`src/rtl/soc_aead_wrapper_if.sv`:
```
// Output stream and AEAD core handshake bundle for soc_aead_wrapper.
// The master side is the wrapper; the slave side is the core/sink.
interface soc_aead_wrapper_if #(
  parameter int K  = 128,
  parameter int L  = 16,
  parameter int Y  = 16,
  parameter int OW = 8
);
  logic [OW-1:0]  doutxSO;
  logic           dout_validxSO;
  logic           out_readyxSI;
  logic [K-1:0]   core_key;
  logic [127:0]   core_nonce;
  logic [L-1:0]   core_ad;
  logic [Y-1:0]   core_data;
  logic           core_mode;
  logic           core_startxSO;
  logic           core_donexSI;
  logic [Y-1:0]   core_resultxSI;
  logic [127:0]   core_tagxSI;

  modport master (
    output doutxSO, dout_validxSO, core_key, core_nonce, core_ad, core_data,
           core_mode, core_startxSO,
    input  out_readyxSI, core_donexSI, core_resultxSI, core_tagxSI
  );

  modport slave (
    input  doutxSO, dout_validxSO, core_key, core_nonce, core_ad, core_data,
           core_mode, core_startxSO,
    output out_readyxSI, core_donexSI, core_resultxSI, core_tagxSI
  );
endinterface

```
`src/rtl/soc_aead_wrapper.sv`:
```
// AEAD core wrapper: byte-serial operand loading, single-pulse core launch,
// and a word-serial ready/valid result stream with decrypt tag gating.
module soc_aead_wrapper #(
  parameter int K  = 128,
  parameter int L  = 16,
  parameter int Y  = 16,
  parameter int OW = 8
) (
  input  logic        clk,
  input  logic        rst,
  input  logic        loadxSI,
  input  logic [31:0] inputxSI,
  input  logic        modexSI,
  input  logic        startxSI,
  input  logic        clearxSI,
  output logic        busyxSO,
  output logic        donexSO,
  output logic        tag_failxSO,
  soc_aead_wrapper_if.master bus
);
  localparam int M1   = (K/8 + 16 > L/8) ? K/8 + 16 : L/8;
  localparam int MAXB = (M1 > Y/8) ? M1 : Y/8;
  localparam int CW   = $clog2(MAXB + 1);
  localparam int NWE  = (Y + 128) / OW;
  localparam int IW   = $clog2(NWE);

  localparam logic [CW-1:0] KB      = CW'(K/8);
  localparam logic [CW-1:0] KTB     = CW'(K/8 + 16);
  localparam logic [CW-1:0] NB      = CW'(16);
  localparam logic [CW-1:0] LB      = CW'(L/8);
  localparam logic [CW-1:0] YB      = CW'(Y/8);
  localparam logic [CW-1:0] LAST_LD = CW'(MAXB - 1);
  localparam logic [IW-1:0] LAST_E  = IW'(NWE - 1);
  localparam logic [IW-1:0] LAST_D  = IW'(Y/OW - 1);

  localparam logic [2:0] S_LOAD  = 3'd0;
  localparam logic [2:0] S_ARMED = 3'd1;
  localparam logic [2:0] S_RUN   = 3'd2;
  localparam logic [2:0] S_OUT   = 3'd3;
  localparam logic [2:0] S_DONE  = 3'd4;

  logic [2:0]     state_q;
  logic [CW-1:0]  cnt_q;
  logic [K-1:0]   key_q;
  logic [127:0]   etag_q;
  logic [127:0]   nonce_q;
  logic [L-1:0]   ad_q;
  logic [Y-1:0]   data_q;
  logic [Y-1:0]   res_q;
  logic [127:0]   ctag_q;
  logic           mode_q;
  logic           start_q;
  logic           fail_q;
  logic [IW-1:0]  idx_q;
  logic [Y+127:0] stream_sh;

  always_ff @(posedge clk or negedge rst) begin
    if (!rst) begin
      state_q <= S_LOAD;
      cnt_q   <= '0;
      key_q   <= '0;
      etag_q  <= '0;
      nonce_q <= '0;
      ad_q    <= '0;
      data_q  <= '0;
      res_q   <= '0;
      ctag_q  <= '0;
      mode_q  <= 1'b0;
      start_q <= 1'b0;
      fail_q  <= 1'b0;
      idx_q   <= '0;
    end else if (clearxSI) begin
      state_q <= S_LOAD;
      cnt_q   <= '0;
      key_q   <= '0;
      etag_q  <= '0;
      nonce_q <= '0;
      ad_q    <= '0;
      data_q  <= '0;
      res_q   <= '0;
      ctag_q  <= '0;
      mode_q  <= 1'b0;
      start_q <= 1'b0;
      fail_q  <= 1'b0;
      idx_q   <= '0;
    end else begin
      start_q <= 1'b0;
      case (state_q)
        S_LOAD: begin
          // Lane 0 carries the key first, then the expected tag.
          if (loadxSI) begin
            if (cnt_q < KB) key_q <= K'({key_q, inputxSI[7:0]});
            if (cnt_q >= KB && cnt_q < KTB) etag_q <= {etag_q[119:0], inputxSI[7:0]};
            if (cnt_q < NB) nonce_q <= {nonce_q[119:0], inputxSI[15:8]};
            if (cnt_q < LB) ad_q <= L'({ad_q, inputxSI[23:16]});
            if (cnt_q < YB) data_q <= Y'({data_q, inputxSI[31:24]});
            cnt_q <= cnt_q + 1'b1;
            if (cnt_q == LAST_LD) state_q <= S_ARMED;
          end
        end
        S_ARMED, S_DONE: begin
          if (startxSI) begin
            mode_q  <= modexSI;
            start_q <= 1'b1;
            fail_q  <= 1'b0;
            idx_q   <= '0;
            state_q <= S_RUN;
          end
        end
        S_RUN: begin
          if (bus.core_donexSI) begin
            res_q  <= bus.core_resultxSI;
            ctag_q <= bus.core_tagxSI;
            idx_q  <= '0;
            // A failed decrypt skips OUT so no plaintext is ever released.
            if (!mode_q || bus.core_tagxSI == etag_q) begin
              state_q <= S_OUT;
            end else begin
              state_q <= S_DONE;
              fail_q  <= 1'b1;
            end
          end
        end
        S_OUT: begin
          if (bus.out_readyxSI) begin
            if (idx_q == (mode_q ? LAST_D : LAST_E)) state_q <= S_DONE;
            else idx_q <= idx_q + 1'b1;
          end
        end
        default: state_q <= S_LOAD;
      endcase
    end
  end

  // Result and tag form one MSB-first stream; decrypt simply stops early.
  assign stream_sh = {res_q, ctag_q} << (32'(idx_q) * OW);

  assign bus.dout_validxSO = (state_q == S_OUT);
  assign bus.doutxSO       = (state_q == S_OUT) ? stream_sh[Y+127 -: OW] : '0;
  assign bus.core_key      = key_q;
  assign bus.core_nonce    = nonce_q;
  assign bus.core_ad       = ad_q;
  assign bus.core_data     = data_q;
  assign bus.core_mode     = mode_q;
  assign bus.core_startxSO = start_q;
  assign busyxSO           = (state_q == S_RUN) || (state_q == S_OUT);
  assign donexSO           = (state_q == S_DONE);
  assign tag_failxSO       = fail_q;
endmodule

```
`src/flat_wrapper.sv`:
```
// flat-port wrapper written by rule: the top's interface ports become plain ports
module soc_aead_wrapper_flat 
#(
  parameter int K  = 128,
  parameter int L  = 16,
  parameter int Y  = 16,
  parameter int OW = 8
)
  (clk, rst, loadxSI, inputxSI, modexSI, startxSI, clearxSI, busyxSO, donexSO, tag_failxSO, bus_doutxSO, bus_dout_validxSO, bus_core_key, bus_core_nonce, bus_core_ad, bus_core_data, bus_core_mode, bus_core_startxSO, bus_out_readyxSI, bus_core_donexSI, bus_core_resultxSI, bus_core_tagxSI);
  soc_aead_wrapper_if #(.K(K), .L(L), .Y(Y), .OW(OW)) bus_i ();
  input  logic clk;
  input  logic rst;
  input  logic loadxSI;
  input  logic [31:0] inputxSI;
  input  logic modexSI;
  input  logic startxSI;
  input  logic clearxSI;
  output logic busyxSO;
  output logic donexSO;
  output logic tag_failxSO;
  output wire logic [$bits(bus_i.doutxSO)-1:0] bus_doutxSO;
  output wire logic [$bits(bus_i.dout_validxSO)-1:0] bus_dout_validxSO;
  output wire logic [$bits(bus_i.core_key)-1:0] bus_core_key;
  output wire logic [$bits(bus_i.core_nonce)-1:0] bus_core_nonce;
  output wire logic [$bits(bus_i.core_ad)-1:0] bus_core_ad;
  output wire logic [$bits(bus_i.core_data)-1:0] bus_core_data;
  output wire logic [$bits(bus_i.core_mode)-1:0] bus_core_mode;
  output wire logic [$bits(bus_i.core_startxSO)-1:0] bus_core_startxSO;
  input wire logic [$bits(bus_i.out_readyxSI)-1:0] bus_out_readyxSI;
  input wire logic [$bits(bus_i.core_donexSI)-1:0] bus_core_donexSI;
  input wire logic [$bits(bus_i.core_resultxSI)-1:0] bus_core_resultxSI;
  input wire logic [$bits(bus_i.core_tagxSI)-1:0] bus_core_tagxSI;
  assign bus_doutxSO = bus_i.doutxSO;
  assign bus_dout_validxSO = bus_i.dout_validxSO;
  assign bus_core_key = bus_i.core_key;
  assign bus_core_nonce = bus_i.core_nonce;
  assign bus_core_ad = bus_i.core_ad;
  assign bus_core_data = bus_i.core_data;
  assign bus_core_mode = bus_i.core_mode;
  assign bus_core_startxSO = bus_i.core_startxSO;
  assign bus_i.out_readyxSI = bus_out_readyxSI;
  assign bus_i.core_donexSI = bus_core_donexSI;
  assign bus_i.core_resultxSI = bus_core_resultxSI;
  assign bus_i.core_tagxSI = bus_core_tagxSI;
  soc_aead_wrapper #(.K(K), .L(L), .Y(Y), .OW(OW)) u_core (.clk(clk), .rst(rst), .loadxSI(loadxSI), .inputxSI(inputxSI), .modexSI(modexSI), .startxSI(startxSI), .clearxSI(clearxSI), .busyxSO(busyxSO), .donexSO(donexSO), .tag_failxSO(tag_failxSO), .bus(bus_i));
endmodule
```
`config.mk`:
```
export PLATFORM = sky130hd
export DESIGN_NAME = soc_aead_wrapper_flat
export DESIGN_NICKNAME = d
export VERILOG_FILES = /design/src/rtl/soc_aead_wrapper_if.sv /design/src/rtl/soc_aead_wrapper.sv /design/src/flat_wrapper.sv
export SDC_FILE = /design/constraint.sdc
export NUM_CORES = 1
export LEC_CHECK = 0
export ABC_CLOCK_PERIOD_IN_PS = 3250
export CORE_ASPECT_RATIO = 0.8
export CORE_MARGIN = 2
export CORE_UTILIZATION = 50
export CTS_CLUSTER_DIAMETER = 80
export DETAILED_ROUTE_END_ITERATION = 10
export GPL_ROUTABILITY_DRIVEN = 0
export PLACE_DENSITY = 0.77
export SLEW_MARGIN = 20
export SYNTH_ARGS = -nofsm -noshare
export SYNTH_HDL_FRONTEND = slang
export SYNTH_SLANG_ARGS = --single-unit
```
`constraint.sdc`:
```
create_clock -name clk -period 3.25 [get_ports clk]
set_input_delay 0.8125 -clock clk [delete_from_list [all_inputs] [get_ports clk]]
set_output_delay 0.8125 -clock clk [all_outputs]
set_load 0.01 [all_outputs]
```
==> impl_metrics.yaml <==
outcome:
  status: "finished with violations"
  violations: "negative setup slack"
pwr:
  p_leak_nw: 13.03
  p_sw_mw: 5.232
  switching_share: 0.2951
  cellPowerDensity_nw_per_um2: 541.8
  vdd_drop_max_uv: 575.1
  comb_power_share: 0.184
  clock_power_share: 0.377
  seqPwrFrac: 0.439
  p_int_mw: 12.50
  p_total_mw: 17.73
synthesis:
  ys_seq_elements: 577
  seq_area_frac_synth: 0.5729
  synth_nets: 2860
  syn_area_um2: 25200
  synth-edff-count: 0
  ys_types: 49
  yosys_warnings: 0
  synthArstFlopShare: 1.000
  synth_flop_cell: "dfrtp_1"
  syn-instance-count: 2673
  avgSynthCellArea_um2: 9.429
die:
  core_area_um2: 49780
  core.rowCount: 73
  initial_core_util: 0.5063
  die_h_um: 204.8
  boundaryPins: 486
  die_w_um: 255.0
  die_area_um2: 52230
grt:
  antenna_found_initial: 12
  met2_usage: 0.4717
  globalRouteOverflowTotal: 0
  grt_pass1_wl_mm: 129.2
  grtUsageMet1: 0.4307
  grt_use_met3: 0.1227
  top_usage_layer: "met2"
  grt_use_total: 0.3283
  grt_max_degree: 257
  grt_pass1_vias: 21260
layout:
  final_cell_mix: "988 x nand2_1, 576 x dfrtp_1, 494 x a21oi_1"
  instances_no_fill: 3803
  fill_cells: 3819
  drive_gt1_frac: 0.06479
  multi_input_area_um2: 9995
  finish.net_count: 3261
  areaGrowthSynthToFinish_pct: 29.83
  regArea_um2: 14440
  final_common_cell: "nand2_1"
critical_path:
  endpoint_kind: "output port"
  crit_path_cell_trace: "buf_6 > buf_12 > buf_6 > mux4_2 > mux2i_1 > a21oi_2 > o311a_1 > buf_2"
  r2r_start: "u_core.idx_q[0]"
  worstPathArrival_ns: 2.71
  cp_slowest_stage_delay_ns: 0.50
  r2r-end: "u_core.ctag_q[27]"
  crit_start: "u_core.idx_q[0]"
  regToRegSetupSlack_ns: 0.70
  crit_path_top_delay_cell: "mux4_2"
  crit_fanout: 5
  r2r_cells: 10
  cp_common_cell: "buf_6"
  required_ns: 2.44
  criticalPathCategory: "reg -> out"
  worstSetupEndpoint: "bus_doutxSO[6]"
  cp-start-kind: "flip-flop"
drt:
  drt_first_iter_violations: 2951
  vias: 22030
  routed_wl_mm: 86.28
  antenna_left: 0
  via_per_inst: 5.794
  wl_per_cell_um: 22.69
  drc: 0
  dr.pass1.iters: 7
cts:
  path_clk_slew_ns: 0.06
  cts_tree: "yes"
  cts_buffers: 56
  worstSkewPairLatency_ns: 0.63
  htreeDepth: 2
  cts_root_buf: "clkbuf_16"
  ctsHoldBuffers: 0
  cts.sinks: 577
  cts_max_path_buffers: 3
flow_run:
  max_cap_viol_count: 0
placed_design:
  hpwlAfterDp_mm: 60.14
  port_buffers: 485
  dp.cells: 3685
timing:
  hold_viol: 0
  tightestPinTransition_ns: 1.176
  rsz0062_at_grt: "true"
  finalMaxSlewViolations: 0
  min_period_ns: 3.521
  fin_worst_skew_ns: 0.03350
  setup-violations-final: 8
  fmax_mhz: 284.0
  slew_headroom: 0.2163
  timing.hold.ws_ns: 0.1604
  worst_slack_ns: -0.2709
  finalCritPeriodShare: 1.083
hold_path:
  hold_class: "in -> async"
## worst min path at each step
stage                       start                 endpoint  slack [ns]
2_1_floorplan  u_core.ctag_q[127]       u_core.ctag_q[127]        0.47
3_3_place_gp    u_core.ctag_q[27]        u_core.ctag_q[27]        0.48
3_5_place_dp    u_core.ctag_q[26]        u_core.ctag_q[26]        0.49
4_1_cts                       rst  u_core.bus.core_data[8]        0.22
5_1_grt                       rst  u_core.bus.core_data[8]        0.22
6_report                      rst    u_core.bus.core_ad[8]        0.16
## cell type report
cell class,instances,area share
tap,675,0.02581
inverter,3,0.0003441
clock buffer,89,0.05001
sequential,577,0.4413
antenna,10,0.0007647
clock inverter,13,0.006385
multi-input combinational,1896,0.3054
timing repair buffer,540,0.1700
## metrics by stage
| stage | TNS [ns] | util | worst slack (ns) | instance area (µm²) |
|---|---|---|---|---|
| after global routing | -2.247 | 0.6573 | -0.3245 | 32720 |
| final | -1.809 | 0.6574 | -0.2709 | 32720 |
| after global placement | 0 | 0.6176 | 0.06343 | 30740 |
| after floorplan | 0 | - | 0.4134 | 25200 |
| after detailed placement | -0.02320 | 0.6176 | -0.02320 | 30740 |
| after CTS | -2.308 | 0.6578 | -0.3072 | 32750 |
## registers in the layout (all words and copies together), names as in the netlist, 3 cells and up
register               cells
u_core.bus.core_key      128
u_core.bus.core_nonce    128
u_core.ctag_q            128
u_core.etag_q            128
u_core.bus.core_ad        16
u_core.bus.core_data      16
u_core.res_q              16
u_core.cnt_q               6
u_core.idx_q               5
u_core.state_q             3
## logic make-up after synthesis
group,after synthesis,synth area share
and+or+nand+nor,1095,0.1730
AOI/OAI and AO/OA,609,0.1345
DFF,577,0.5729
buffers and inverters,200,0.03391
xor gates and xnor gates,135,0.04691
muxes,54,0.03733
adders and majority gates,3,0.001489
## power by group through the flow
stage / Clock, mW / Combinational (mW) / Sequential [mW]
6_report: 6.68 / 3.25 / 7.79
5_1_grt: 7.03 / 3.48 / 7.81
4_1_cts: 6.73 / 3.22 / 7.77
3_5_place_dp: 0 / 3.13 / 7.89
3_3_place_gp: 0 / 3.07 / 7.88
2_1_floorplan: 0 / 1.77 / 7.86
## cell usage after synthesis (5+ instances only)
cell type | number | share of area
nor3_1 | 8 | 0.0016
mux2i_1 | 22 | 0.0087
xnor2_1 | 131 | 0.046
mux4_2 | 32 | 0.029
o21ai_0 | 10 | 0.0020
nor4_1 | 10 | 0.0025
nand4_1 | 36 | 0.0089
nor2_1 | 20 | 0.0030
clkbuf_1 | 169 | 0.025
nand3_1 | 5 | 0.00099
buf_6 | 11 | 0.0049
a21oi_1 | 503 | 0.10
nand2_1 | 989 | 0.15
buf_2 | 11 | 0.0022
a22o_1 | 72 | 0.025
dfrtp_1 | 577 | 0.57
## timing repair
action	4_1_cts	5_1_grt
gates resized for setup	50	11
endpoints found under the hold margin	0	0
setup endpoints to repair	8	8
setup buffers	6	2
pin swaps	12	12
gates cloned	3	0
## routing by layer
layer  wire, µm  vias up
li1           -     9728
met1      31850    10680
met2      38110     1327
met3      11030      292
met4       5261        4
met5         30        -
## worst max-delay path: cells and delay by family, from the launching register on
family                 cells  cell delay (ns)
muxes                      2             0.70
AOI/OAI and AO/OA          2             0.48
buffers and inverters      4             0.50
DFF                        1             0.39
Note: power is estimated with default switching activity, not from simulation.
